## src/rtl/palette_if.sv

```systemverilog
// Pixel, palette-write and commit signals between a pixel source/CPU (master)
// and the palette mapper (slave).
interface palette_if #(
  parameter int IDX_W = 3,
  parameter int CH_W  = 8
);
  logic                  pix_valid_i;
  logic [IDX_W-1:0]      color_i;
  logic                  frame_start_i;
  logic                  wr_en_i;
  logic [IDX_W-1:0]      wr_addr_i;
  logic [3*CH_W-1:0]     wr_data_i;
  logic                  commit_i;
  logic [CH_W-1:0]       r_o;
  logic [CH_W-1:0]       g_o;
  logic [CH_W-1:0]       b_o;
  logic                  pix_valid_o;
  logic                  commit_pending_o;

  modport master (
    output pix_valid_i, color_i, frame_start_i, wr_en_i, wr_addr_i, wr_data_i, commit_i,
    input  r_o, g_o, b_o, pix_valid_o, commit_pending_o
  );

  modport slave (
    input  pix_valid_i, color_i, frame_start_i, wr_en_i, wr_addr_i, wr_data_i, commit_i,
    output r_o, g_o, b_o, pix_valid_o, commit_pending_o
  );
endinterface

```

## src/rtl/palette_mapper.sv

```systemverilog
// Double-buffered colour palette lookup: CPU writes a shadow bank, which is
// copied into the active lookup bank on a frame boundary after a commit.
module palette_mapper #(
  parameter int IDX_W = 3,
  parameter int CH_W  = 8
) (
  input  logic       clk,
  input  logic       rst,
  palette_if.slave   bus
);
  localparam int DEPTH = 1 << IDX_W;
  localparam int PW    = 3 * CH_W;

  logic [PW-1:0]    shadow_q [DEPTH];
  logic [PW-1:0]    active_q [DEPTH];
  logic             commit_pending_q, commit_pending_d;
  logic             copy;
  logic             s1_valid_q;
  logic [IDX_W-1:0] s1_color_q;
  logic             pix_valid_q;
  logic [PW-1:0]    rgb_q;

  assign copy = bus.frame_start_i & commit_pending_q;

  // A commit arriving on the copying edge re-arms for the following frame.
  always_comb begin
    commit_pending_d = commit_pending_q | bus.commit_i;
    if (copy) begin
      commit_pending_d = bus.commit_i;
    end
  end

  always_ff @(posedge clk or posedge rst) begin
    if (rst) begin
      for (int i = 0; i < DEPTH; i++) begin
        shadow_q[i] <= '0;
      end
    end else if (bus.wr_en_i) begin
      shadow_q[bus.wr_addr_i] <= bus.wr_data_i;
    end
  end

  // Non-blocking copy picks up the pre-write shadow on a simultaneous write.
  always_ff @(posedge clk or posedge rst) begin
    if (rst) begin
      for (int i = 0; i < DEPTH; i++) begin
        active_q[i] <= '0;
      end
    end else if (copy) begin
      for (int i = 0; i < DEPTH; i++) begin
        active_q[i] <= shadow_q[i];
      end
    end
  end

  always_ff @(posedge clk or posedge rst) begin
    if (rst) begin
      commit_pending_q <= 1'b0;
      s1_valid_q       <= 1'b0;
      s1_color_q       <= '0;
      pix_valid_q      <= 1'b0;
      rgb_q            <= '0;
    end else begin
      commit_pending_q <= commit_pending_d;
      s1_valid_q       <= bus.pix_valid_i;
      s1_color_q       <= bus.color_i;
      pix_valid_q      <= s1_valid_q;
      if (s1_valid_q) begin
        rgb_q <= active_q[s1_color_q];
      end
    end
  end

  assign bus.r_o              = rgb_q[PW-1 -: CH_W];
  assign bus.g_o              = rgb_q[2*CH_W-1 -: CH_W];
  assign bus.b_o              = rgb_q[CH_W-1:0];
  assign bus.pix_valid_o      = pix_valid_q;
  assign bus.commit_pending_o = commit_pending_q;
endmodule

```

## src/flat_wrapper.sv

```systemverilog
// flat-port wrapper written by rule: the top's interface ports become plain ports
module palette_mapper_flat 
#(
  parameter int IDX_W = 3,
  parameter int CH_W  = 8
)
  (clk, rst, bus_pix_valid_i, bus_color_i, bus_frame_start_i, bus_wr_en_i, bus_wr_addr_i, bus_wr_data_i, bus_commit_i, bus_r_o, bus_g_o, bus_b_o, bus_pix_valid_o, bus_commit_pending_o);
  palette_if #(.IDX_W(IDX_W), .CH_W(CH_W)) bus_i ();
  input  logic clk;
  input  logic rst;
  input wire logic [$bits(bus_i.pix_valid_i)-1:0] bus_pix_valid_i;
  input wire logic [$bits(bus_i.color_i)-1:0] bus_color_i;
  input wire logic [$bits(bus_i.frame_start_i)-1:0] bus_frame_start_i;
  input wire logic [$bits(bus_i.wr_en_i)-1:0] bus_wr_en_i;
  input wire logic [$bits(bus_i.wr_addr_i)-1:0] bus_wr_addr_i;
  input wire logic [$bits(bus_i.wr_data_i)-1:0] bus_wr_data_i;
  input wire logic [$bits(bus_i.commit_i)-1:0] bus_commit_i;
  output wire logic [$bits(bus_i.r_o)-1:0] bus_r_o;
  output wire logic [$bits(bus_i.g_o)-1:0] bus_g_o;
  output wire logic [$bits(bus_i.b_o)-1:0] bus_b_o;
  output wire logic [$bits(bus_i.pix_valid_o)-1:0] bus_pix_valid_o;
  output wire logic [$bits(bus_i.commit_pending_o)-1:0] bus_commit_pending_o;
  assign bus_i.pix_valid_i = bus_pix_valid_i;
  assign bus_i.color_i = bus_color_i;
  assign bus_i.frame_start_i = bus_frame_start_i;
  assign bus_i.wr_en_i = bus_wr_en_i;
  assign bus_i.wr_addr_i = bus_wr_addr_i;
  assign bus_i.wr_data_i = bus_wr_data_i;
  assign bus_i.commit_i = bus_commit_i;
  assign bus_r_o = bus_i.r_o;
  assign bus_g_o = bus_i.g_o;
  assign bus_b_o = bus_i.b_o;
  assign bus_pix_valid_o = bus_i.pix_valid_o;
  assign bus_commit_pending_o = bus_i.commit_pending_o;
  palette_mapper #(.IDX_W(IDX_W), .CH_W(CH_W)) u_core (.clk(clk), .rst(rst), .bus(bus_i));
endmodule
```

## config.mk

```make
export PLATFORM = sky130hd
export DESIGN_NAME = palette_mapper_flat
export DESIGN_NICKNAME = d
export VERILOG_FILES = /design/src/rtl/palette_if.sv /design/src/rtl/palette_mapper.sv /design/src/flat_wrapper.sv
export SDC_FILE = /design/constraint.sdc
export NUM_CORES = 1
export LEC_CHECK = 0
export ABC_CLOCK_PERIOD_IN_PS = 13700
export CAP_MARGIN = 15
export CORE_AREA = 4 4 202 165
export DETAILED_ROUTE_END_ITERATION = 8
export DIE_AREA = 0 0 206 169
export GPL_TIMING_DRIVEN = 1
export PLACE_DENSITY_LB_ADDON = 0.25
export SLEW_MARGIN = 20
export SYNTH_ARGS = -nofsm -noshare
export SYNTH_HDL_FRONTEND = slang
export SYNTH_SLANG_ARGS = --single-unit
export TNS_END_PERCENT = 50
```

## constraint.sdc

```tcl
create_clock -name clk -period 13.7 [get_ports clk]
set_input_delay 2.74 -clock clk [delete_from_list [all_inputs] [get_ports clk]]
set_output_delay 2.74 -clock clk [all_outputs]
set_load 0.02 [all_outputs]
```

==> results.toml <==
[run_status]
status = "complete, no violations"

[die]
rows = 58
die_h_um = 169
die-area_um2 = 34800
die_width_um = 206
coreArea_um2 = 31200
initial_core_util_pct = 54.6
num_io_pins = 62

[synthesis]
synth_xor_area_share_pct = 0
avgSynthCellArea_um2 = 15.4
ys_types = 26
synthCells = 1104
yosysSeqAreaShare_pct = 60.8
muxShareOfSynthArea_pct = 29.6
synth_async_sr_flop_share_pct = 100
synth_area_leader_cell = "dfrtp_1"
syn_nets = 1140
ys_warn_count = 0
synth_edf_count = 0
ys_ff_latch = 414
synth_top_area_share_pct = 60.8
synth_area_um2 = 17000
yosys-top-cells-area = "dfrtp_1 61%, mux2_2 25%, mux2i_1 4.2%"
yosys.area_share.simple_pct = 3.33
synth_flop_cell = "dfrtp_1"
synth_compound_area_share_pct = 3.75
synth_top_family_by_area = "multiplexers"
synth_fa_ha_area_share_pct = 0

[drt]
wl_per_cell_um = 22.1
wl_um = 35700
vias = 9232
drc_errors = 0
firstDrtPassIters = 4
drtIter0Drc = 477
ant_nets = 0
viasPerCell = 5.72

[timing]
hold_violations = 0
maxSlewViolCount = 0
setup_viol = 0
period_minus_slack_ns = 5.66
period_share_pct = 41.3
skew_ns = 0.0138
fmax_mhz = 177
tightest_slew_ns = 1.06
fin_tns_setup_ns = 0
slew_headroom_pct = 29.0
rsz0062_at_grt = "no"

[finish]
layout.nets = 1196
seq_area_um2 = 10400
diodes = 0
multi_input_area_um2 = 6270
layout-drive-gt1-share_pct = 40.8
area_growth_pct = 14.3
fillers = 2384
postLayoutCoreUtil_pct = 62.4

[place]
place_congestion = 0.696
port_buffers = 61
dpl.hpwl_um = 19400

[power_and_ir_drop]
power_switching_share_pct = 24.5
pwr-share-clk_pct = 34.9
switching_power_w = 0.000850
total_power_w = 0.00347
power_density_nw_per_um2 = 178
peakVddDrop_mv = 0.111
combPwrFrac_pct = 16.1
leakage_nw = 8.62
p_int_w = 0.00262
seqPwrFrac_pct = 48.9

[critical_path]
crit_chain = "clkdlybuf4s50_1 -> nand2_4 -> buf_4 -> buf_4 -> mux2_2"
arrival_ns = 6.08
cp_common_cell = "buf_4"
cp_max_fo = 72
rrSetupSlack_ns = 10.31
end_kind = "flip-flop"
slowest_delay_ns = 0.88
path_class = "in2reg"
crit_path_top_delay_cell = "buf_4"
startpoint_type = "input pin"
critPathRequiredTime_ns = 14.12

[global_routing]
antenna_found_initial = 1
grt_pass1_vias = 9980
grt_max_degree = 80
grt_pass1_wl_um = 57200
grt_usage_pct = 21.0
overflow = 0

[hold_path]
hold_class = "reg2reg"

[clock_network]
clk_pin_slew_ns = 0.06
numClockSinks = 414
cts-hold-fix-buffers = 0
numCtsBuffers = 42
htreeDepth = 2
clock_latency_ns = 0.54
cts_root_buf = "clkbuf_16"
post_cts_buffers = 0
cts_tree = "done"
clockBufferDepth = 3
cts_resized = 0

[flow_run]
drv_cap = 0
-- per-layer routing --
| layer | wire length, um | vias to the layer above | track usage (%) |
|---|---|---|---|
| li1 | - | 4120 | - |
| met4 | 584 | 2 | 4.68 |
| met5 | 12 | - | 0 |
| met2 | 16700 | 143 | 32.9 |
| met3 | 1340 | 45 | 3.35 |
| met1 | 17000 | 4922 | 31.3 |
-- metrics by stage --
stage | setup WS (ns) | std cells | hold slack [ns] | area [um2]
6_report | 8.04 | 1613 | 0.484 | 19500
5_1_grt | 7.89 | 1613 | 0.499 | 19500
4_1_cts | 8.06 | 1613 | 0.486 | 19500
3_5_place_dp | 7.49 | 1536 | 0.472 | 18000
3_3_place_gp | 7.50 | 1536 | 0.465 | 18000
2_1_floorplan | 5.38 | 1104 | 0.389 | 17000
-- state kept, by name, summed over array words and instances (netlist names) --
| signal | count |
|---|---|
| u_core.rgb_q | 24 |
| u_core.shadow_q | 192 |
| u_core.s1_valid_q | 1 |
| u_core.s1_color_q | 3 |
| u_core.bus.commit_pending_o | 1 |
| u_core.bus.pix_valid_o | 1 |
| u_core.active_q | 192 |
-- power groups by stage --
| stage | sequential (W) | clock [W] | combinational, W |
|---|---|---|---|
| final | 0.00170 | 0.00121 | 0.000559 |
| after detailed placement | 0.00172 | 0 | 0.000564 |
| after global routing | 0.00174 | 0.00129 | 0.000616 |
| after global placement | 0.00170 | 0 | 0.000543 |
| after CTS | 0.00170 | 0.00124 | 0.000568 |
| after floorplan | 0.00169 | 0 | 0.000427 |
-- synthesized netlist by cell type (6+ instances only) --
master	count
a211o_1	24
a22oi_1	24
a41o_1	24
buf_2	39
buf_4	12
buf_6	6
clkbuf_1	15
dfrtp_1	414
mux2_1	6
mux2_2	378
mux2i_1	72
nand3_1	24
nor2b_1	49
-- logic make-up (layout without fill, tap and decap cells) --
logic type,count (synthesis),after routing
muxes,456,456
DFF,414,414
and+or+nand+nor,86,86
buffers and inverters,75,164
AOI/OAI and AO/OA,73,73
-- area by class of cell --
class                      count  area share [%]
clock buffer                  66            7.01
clock inverter                11           0.694
inverter                       2          0.0579
multi-input combinational    615            32.2
sequential                   414            53.3
tap                          420            2.70
timing repair buffer          85            4.06
-- worst paths after layout --
kind / from / to / cells past startpoint
min in group asynchronous: rst / u_core.shadow_q[42]$_DFFE_PP0P_ / 2
min: u_core.shadow_q[173]$_DFFE_PP0P_ / u_core.shadow_q[173]$_DFFE_PP0P_ / 1
min reg2reg: u_core.shadow_q[173]$_DFFE_PP0P_ / u_core.shadow_q[173]$_DFFE_PP0P_ / 1
max reg2reg: u_core.bus.commit_pending_o$_DFF_PP0_ / u_core.active_q[40]$_DFFE_PP0P_ / 4
max: bus_frame_start_i / u_core.active_q[40]$_DFFE_PP0P_ / 5
max in group asynchronous: rst / u_core.active_q[149]$_DFFE_PP0P_ / 4
-- layout by cell type, fill, tap and decap left out, types with 2 or more instances in the layout --
cell type / n
clkinv_2: 6
a22oi_1: 24
clkinvlp_4: 3
nor3_4: 2
clkdlybuf4s50_1: 61
clkbuf_8: 16
a211o_1: 24
mux2_2: 378
clkbuf_1: 5
mux2_1: 6
nor3b_4: 2
nand4b_2: 2
a41o_1: 24
nor2b_1: 48
dfrtp_1: 412
bufinv_16: 3
buf_4: 24
clkbuf_16: 45
nand3_1: 24
mux2i_1: 72
-- worst max-delay path: cells and delay by family --
family	cells	cell delay, ns
AND/OR/NAND/NOR	1	0.71
multiplexers	1	0.41
buffers and inverters	3	2.08
No activity file was read; power rests on OpenSTA's default activity.
